$ cat config.mk
export PLATFORM = sky130hd
export DESIGN_NAME = agc_gain_apply
export DESIGN_NICKNAME = d
export VERILOG_FILES = /design/src/rtl/agc_gain_apply.sv
export SDC_FILE = /design/constraint.sdc
export NUM_CORES = 1
export LEC_CHECK = 0
export CAP_MARGIN = 25
export CELL_PAD_IN_SITES_DETAIL_PLACEMENT = 1
export CELL_PAD_IN_SITES_GLOBAL_PLACEMENT = 1
export CORE_MARGIN = 2
export CORE_UTILIZATION = 50
export CTS_BUF_LIST = sky130_fd_sc_hd__clkbuf_4 sky130_fd_sc_hd__clkbuf_8
export DETAILED_ROUTE_END_ITERATION = 10
export GPL_TIMING_DRIVEN = 0
export HOLD_SLACK_MARGIN = 0.02
export PLACE_DENSITY_LB_ADDON = 0.12
export SYNTH_ARGS = -nofsm -noshare
export SYNTH_HDL_FRONTEND = slang
export SYNTH_SLANG_ARGS = --single-unit
$ cat constraint.sdc
create_clock -name clk -period 7.6 [get_ports clk]
set_input_delay 1.14 -clock clk [delete_from_list [all_inputs] [get_ports clk]]
set_output_delay 1.14 -clock clk [all_outputs]
set_load 0.03 [all_outputs]
$ cat src/rtl/agc_gain_apply.sv
// Applies the AGC firmware gain (Q4.8) to a signed audio stream: gain ramp,
// 2-stage multiply / round / saturate pipeline with valid/ready on both sides.
module agc_gain_apply #(
    parameter int          DATA_W     = 16,
    parameter int          GAIN_W     = 12,
    parameter int          RAMP_STEP  = 4,
    parameter int unsigned GAIN_RESET = 'h100
) (
    input  logic              clk,
    input  logic              reset_n,
    input  logic [GAIN_W-1:0] gain_word,
    input  logic [DATA_W-1:0] in_data,
    input  logic              in_valid,
    output logic              in_ready,
    output logic [DATA_W-1:0] out_data,
    output logic              out_valid,
    input  logic              out_ready,
    output logic [GAIN_W-1:0] gain_cur,
    output logic              clip_sticky,
    input  logic              clip_clr
);
    localparam int PROD_W = DATA_W + GAIN_W + 1;
    localparam logic signed [PROD_W-1:0] HALF_LSB = PROD_W'(128);
    localparam logic signed [PROD_W-1:0] SAT_MAX  = PROD_W'((64'sd1 <<< (DATA_W - 1)) - 64'sd1);
    localparam logic signed [PROD_W-1:0] SAT_MIN  = ~SAT_MAX;

    logic en;
    logic accept;

    logic              v1;
    logic [DATA_W-1:0] s1_data;
    logic [GAIN_W-1:0] s1_gain;

    logic [GAIN_W:0]   cur_ext;
    logic [GAIN_W:0]   tgt_ext;
    logic [GAIN_W:0]   up_ext;
    logic [GAIN_W:0]   dn_ext;
    logic [GAIN_W-1:0] gain_nxt;

    logic signed [PROD_W-1:0] data_ext;
    logic signed [PROD_W-1:0] gain_ext;
    logic signed [PROD_W-1:0] prod;
    logic signed [PROD_W-1:0] rnd;
    logic signed [PROD_W-1:0] shifted;
    logic [DATA_W-1:0]        sat_data;
    logic                     sat_hit;

    assign en       = ~out_valid | out_ready;
    assign in_ready = en;
    assign accept   = in_valid & en;

    // 13-bit compare so a step past either end of the gain range clamps to target instead of wrapping
    assign cur_ext = {1'b0, gain_cur};
    assign tgt_ext = {1'b0, gain_word};
    assign up_ext  = cur_ext + (GAIN_W + 1)'(RAMP_STEP);
    assign dn_ext  = cur_ext - (GAIN_W + 1)'(RAMP_STEP);

    always_comb begin
        gain_nxt = gain_cur;
        if (cur_ext < tgt_ext) begin
            gain_nxt = (up_ext > tgt_ext) ? gain_word : up_ext[GAIN_W-1:0];
        end else if (cur_ext > tgt_ext) begin
            gain_nxt = (dn_ext[GAIN_W] || (dn_ext < tgt_ext)) ? gain_word : dn_ext[GAIN_W-1:0];
        end
    end

    assign data_ext = PROD_W'($signed(s1_data));
    assign gain_ext = PROD_W'({1'b0, s1_gain});
    assign prod     = data_ext * gain_ext;
    assign rnd      = prod + HALF_LSB;
    assign shifted  = rnd >>> 8;

    always_comb begin
        sat_hit  = 1'b0;
        sat_data = shifted[DATA_W-1:0];
        if (shifted > SAT_MAX) begin
            sat_hit  = 1'b1;
            sat_data = SAT_MAX[DATA_W-1:0];
        end else if (shifted < SAT_MIN) begin
            sat_hit  = 1'b1;
            sat_data = SAT_MIN[DATA_W-1:0];
        end
    end

    always_ff @(posedge clk or negedge reset_n) begin
        if (!reset_n) begin
            v1        <= 1'b0;
            s1_data   <= '0;
            s1_gain   <= GAIN_W'(GAIN_RESET);
            out_valid <= 1'b0;
            out_data  <= '0;
        end else if (en) begin
            v1        <= accept;
            if (accept) begin
                s1_data <= in_data;
                s1_gain <= gain_cur;
            end
            out_valid <= v1;
            if (v1) begin
                out_data <= sat_data;
            end
        end
    end

    always_ff @(posedge clk or negedge reset_n) begin
        if (!reset_n) begin
            gain_cur <= GAIN_W'(GAIN_RESET);
        end else if (accept) begin
            gain_cur <= gain_nxt;
        end
    end

    // A clip landing in the same cycle as a clear must survive
    always_ff @(posedge clk or negedge reset_n) begin
        if (!reset_n) begin
            clip_sticky <= 1'b0;
        end else begin
            clip_sticky <= (clip_sticky & ~clip_clr) | (en & v1 & sat_hit);
        end
    end

endmodule

==> results of run 1 <==
-- cell usage in the layout (no fill, tap or decap), drive strengths merged, types with 6 or more instances in the layout --
cell           instances
o21ai                 44
nand2                144
xor2                  20
nor3                   9
fa                   178
nor2                  37
ha                   116
clkbuf                56
inv                  194
a21o                  10
mux2                  28
dfrtp                 57
o21a                   6
clkdlybuf4s50         62
nand4                  7
a21oi                 28
buf                    7
nand3                 14
xnor2                 21
and2                  94
-- sequential cells by signal (all words and copies together) (netlist names) --
| signal | cells |
|---|---|
| gain_cur | 12 |
| clip_sticky | 1 |
| out_data | 16 |
| s1_gain | 12 |
| s1_data | 16 |
| v1 | 1 |
| out_valid | 1 |
-- cells by family (layout without fill, tap and decap cells) --
| group | Yosys count | count (layout) | synth area share |
|---|---|---|---|
| AO/OA/AOI/OAI | 138 | 138 | 0.0896 |
| flip-flops | 59 | 59 | 0.138 |
| multiplexers | 29 | 29 | 0.0303 |
| adder cells (fa/ha/maj) | 294 | 294 | 0.467 |
| AND/OR/NAND/NOR | 330 | 330 | 0.153 |
| buffers and inverters | 244 | 323 | 0.0876 |
| XOR/XNOR | 41 | 41 | 0.0348 |
-- stage by stage --
stage | utilization | cell area (µm²)
finish | 0.569 | 12000
global route | 0.569 | 12000
CTS | 0.568 | 11900
detailed placement | 0.557 | 11700
global placement | 0.557 | 11700
floorplan | - | 10700
-- layer usage --
metal	routed length (µm)	GRT usage	up-vias
met1	13000	0.374	4260
met5	0	0	-
met2	15100	0.474	158
li1	-	-	3736
met4	735	0.0863	0
met3	1020	0.0400	45
-- path summary, 6_finish.rpt --
path	cells past startpoint	from	slack, ns	to
min in group asynchronous	1	reset_n	0.87	out_data[15]
min reg2reg	2	out_data[3]	0.49	out_data[3]
max	21	s1_gain[8]	0.48	out_data[9]
max reg2reg	21	s1_gain[8]	0.48	out_data[9]
min	2	out_data[3]	0.49	out_data[3]
max in group asynchronous	1	reset_n	6.15	s1_data[6]
-- area by class of cell --
type,instances,area (µm²),area share
Buffer,50,216,0.0181
Clock buffer,12,159,0.0133
Clock inverter,4,73.8,0.00617
Inverter,194,728,0.0609
Multi-Input combinational cell,832,8330,0.697
Sequential cell,59,1480,0.124
Tap cell,275,344,0.0288
Timing Repair Buffer,63,628,0.0525
-- worst max-delay path, stage by stage (launching register included) --
cell and delay (ns):
dfstp_2 0.66, clkbuf_1 0.52, nand2_1 0.16, fa_1 0.55, inv_1 0.05, fa_1 0.47, fa_1 0.52, fa_1 0.52
fa_1 0.50, ha_1 0.31, ha_1 0.38, a21oi_1 0.32, a21boi_0 0.15, a311o_1 0.38, a31oi_4 0.27, o21ai_2 0.11
a21oi_1 0.16, xor2_1 0.34, o21a_2 0.27, nand2b_4 0.17, buf_12 0.15, o21ai_2 0.06
-- repair_timing --
action	in CTS	in global routing
resized for setup	0	8
hold buffers	0	0
hold endpoints to repair	0	0
endpoints found under the setup margin	0	15
==> run metrics, run 1 <==
fraction of registers with async set/reset 1.00; antenna violations before repair 0; maxcap violations 0; endpoints failing setup 0; Clock Tree Buf Depth 2; global placer's final weighted congestion 0.873; Tcrit/Tclk final 0.937; first-pass GRT wire length 47.8 mm; Arr. time, crit path around 7.4 ns; gr usage total 0.280; Yosys top cell by area fa_1; CTS tree built; Seq cells post-synth 59; vias per cell 5.51; Routed WL 29.8 mm; Main synth FF type dfrtp_1; Tmin final 7.12 ns; CP startpoint kind register; buffer count from post-CTS setup fixing 0; Starting Density 0.511; RSZ-0062 raised after global routing no; drt wl/cell 20.0 µm; Core Footprint 21000 µm²; share of cells above drive strength 1 0.0708; routed vias 8199; Post-synth EDFFs 0; Die Width 151 µm; CP Class reg2reg; port buffer count between 60 and 70; Die Y between 150 and 200 µm; non-filler cells, final 1489; top post-synthesis cells by area fa_1 33%, ha_1 14%, dfrtp_1 13%; worst-skew pair later-pin latency 0.38 ns; Final nets 1536; Avg Synthesized Cell Area 9.46 µm²; setup ws final 0.477 ns; Commonest cells post-synth 194 x inv_1, 178 x fa_1, 143 x nand2_1; H-tree level count 3; Detailed Place HPWL 24.9 mm; Ports 64; top cell type's share of synthesized area 0.332; Clock Skew around 0.019 ns; worst slack, placed 0.278 ns; largest net degree at the start of global routing 60; First-pass DRT Iterations 4; max-slew violation count 0; Yosys cell types 73; CTS buffer count 9; WP data required between 7 and 8 ns; Syn Nets about 1500; synthesized cell area 10700 µm²; top-count cell post-synth inv_1; vias in the first global route 9000; Final Hold Viols 0; Ys Warns 0; Mapped Cells roughly 1100; worst hold path type reg2reg; fmax 0.140 GHz; Worst Tran Pin Value between 0.8 and 0.9 ns; clock root buffer clkbuf_8; status finished clean; Seq/Total Area, Yosys 0.138; clock sinks 59; Antenna Cells 0; Worst Setup End Kind register; Reg clk slew, reported paths 0.08 ns; setup TNS 0 ns; headroom to the max-slew limit 0.411; 1st-iter DRT viols 327; placed cells between 1000 and 1500; Post-route DRC 0; crit path max fanout 10; die footprint 22700 µm²; gr ovfl total 0; number of core rows 53; Syn-to-layout area delta 11.3%; FILL cells 2424; Final ANT Viol Nets 0; hold_ws approximately 0.49 ns
Power of run 1 is left out: the tool's default activity adds up to more than one toggle a clock period on the data nets, which glitch-free logic cannot reach.
==> run 2: changes to the inputs <==
--- a/config.mk
+++ b/config.mk
@@ -14,7 +14,7 @@
 export DETAILED_ROUTE_END_ITERATION = 10
 export GPL_TIMING_DRIVEN = 0
 export HOLD_SLACK_MARGIN = 0.02
-export PLACE_DENSITY_LB_ADDON = 0.12
+export PLACE_DENSITY_LB_ADDON = 0.1
 export SYNTH_ARGS = -nofsm -noshare
 export SYNTH_HDL_FRONTEND = slang
 export SYNTH_SLANG_ARGS = --single-unit
==> run 2 against run 1 <==
Compared with the run above:
- via count about the same
- maximum frequency decreased by 0.69%
- critical endpoint is now out_data[6]
- first-iteration DRC count decreased by 19%
- clock-buffer cell count decreased by 3
- global-route usage decreased by 0.37 points
- clock skew decreased by 0.0061 ns
==> run metrics, run 2 (synthesis gave the netlist of run 1 again) <==
status finished clean (unchanged); Arr. time, crit path 7.43 ns (was 7.39 ns); port buffer count 63 (unchanged); die footprint 22700 µm² (unchanged); number of core rows 53 (unchanged); drt wl/cell 19.6 µm (was 20.0 µm); Syn-to-layout area delta 11.3% (about the same); Routed WL 29.2 mm (was 29.8 mm); global placer's final weighted congestion 0.869 (was 0.873); Die Y 151 µm (unchanged); worst hold path type reg2reg (unchanged); first-pass GRT wire length 47.7 mm (was 47.8 mm); H-tree level count 3 (unchanged); Antenna Cells 0 (unchanged); CP startpoint kind register (unchanged); CP Class reg2reg (unchanged); Die Width 151 µm (unchanged); commonest non-fill, non-tap cell in the layout inv_1 (unchanged); vias per cell 5.50 (was 5.51); Clock Skew 0.0129 ns (was 0.0190 ns); First-pass DRT Iterations 5 (was 4); setup TNS 0 ns (unchanged); Starting Density 0.511 (unchanged); Tcrit/Tclk final 0.944 (was 0.937); CTS buffer count 9 (unchanged); clock root buffer clkbuf_8 (unchanged); 1st-iter DRT viols 264 (was 327); crit path max fanout 10 (unchanged); gr usage total 0.277 (was 0.280); max-slew violation count 0 (unchanged); Worst Tran Pin Value 0.862 ns (was 0.884 ns); Tmin final 7.17 ns (was 7.12 ns); commonest cells after routing, fill and taps aside 194 x inv_1, 177 x fa_1, 143 x nand2_1, 116 x ha_1, 90 x and2_1 (unchanged); Worst Setup End Kind register (unchanged); routed vias 8196 (was 8199); antenna violations before repair 0 (unchanged); Post-route DRC 0 (unchanged); buffer count from post-CTS setup fixing 0 (unchanged); biggest regs out_data (16), s1_data (16) (unchanged); Detailed Place HPWL 24.5 mm (was 24.9 mm); maxcap violations 0 (unchanged); largest net degree at the start of global routing 60 (unchanged); fmax 0.139 GHz (was 0.140 GHz); share of cells above drive strength 1 0.0708 (unchanged); clock sinks 59 (unchanged); worst-skew pair later-pin latency 0.38 ns (about the same); Final nets 1536 (unchanged); Final ANT Viol Nets 0 (unchanged); Ports 64 (unchanged); Core Footprint 21000 µm² (unchanged); WP data required 7.86 ns (about the same); gr ovfl total 0 (unchanged); Reg clk slew, reported paths 0.08 ns (about the same); Clock Tree Buf Depth 2 (unchanged); endpoints failing setup 0 (unchanged); RSZ-0062 raised after global routing no (unchanged); vias in the first global route 9163 (was 9000); CTS tree built (unchanged); Final Hold Viols 0 (unchanged); headroom to the max-slew limit 0.426 (was 0.411)
==> run 2: cell count changes in the layout (fill, tap and decap cells not counted), sizes merged <==
cell / delta
clkbuf: -3
clkinv: +2
inv: +1
==> run 2: worst paths after layout <==
kind | startpoint | depth (start not counted) | to | slack [ns]
worst max-delay path | s1_gain[8] | 21 | out_data[6] | 0.43
worst min-delay path | out_data[9] | 2 | out_data[9] | 0.49
worst max register to register | s1_gain[8] | 21 | out_data[6] | 0.43
worst min register to register | out_data[9] | 2 | out_data[9] | 0.49
max in group asynchronous | reset_n | 1 | s1_data[7] | 6.17
min in group asynchronous | reset_n | 1 | out_data[1] | 0.86
==> run 2: per-stage QoR <==
step / instances / setup slack, ns / util / hold slack (ns) / cell area [µm²]
2_1_floorplan: 1135 / 1.35 / - / 0.451 / 10700
3_3_place_gp: 1473 / 0.412 / 0.557 / 0.462 / 11700
3_5_place_dp: 1473 / 0.250 / 0.557 / 0.479 / 11700
4_1_cts: 1489 / 0.193 / 0.568 / 0.498 / 11900
5_1_grt: 1489 / 0.0234 / 0.569 / 0.522 / 12000
6_report: 1489 / 0.427 / 0.569 / 0.488 / 12000
==> run 2: what timing repair did <==
item	in CTS	in global routing
gates resized for setup	0	7
setup endpoints to repair	0	15
hold buffers	0	0
==> run 2: worst max-delay path, stage by stage (launching register included) <==
cell      delay [ns]
dfstp_2         0.66
clkbuf_1        0.52
nand2_1         0.17
fa_1            0.55
inv_1           0.05
fa_1            0.46
fa_1            0.53
fa_1            0.52
fa_1            0.49
ha_1            0.32
ha_1            0.39
a21oi_1         0.31
a21boi_0        0.17
a311o_1         0.38
a31oi_4         0.25
o21ai_2         0.10
a21oi_1         0.16
xor2_1          0.37
o21a_2          0.27
nand2b_4        0.16
buf_12          0.15
o21ai_2         0.06
==> run 2: final cells by class <==
type,instances,area (µm²)
Buffer,50,215
Fill cell,2426,9070
Inverter,194,728
Tap cell,275,344
Clock buffer,9,124
Multi-Input combinational cell,832,8340
Sequential cell,59,1480
Timing Repair Buffer,63,628
Clock inverter,7,100
==> run 2: layer usage <==
metal,track usage,share of wire,vias up
met5,0,0,-
met4,0.0632,0.015,0
met3,0.0358,0.035,32
met2,0.475,0.51,135
met1,0.374,0.44,4284
li1,-,-,3745
Power of run 2 is left out for the same reason.
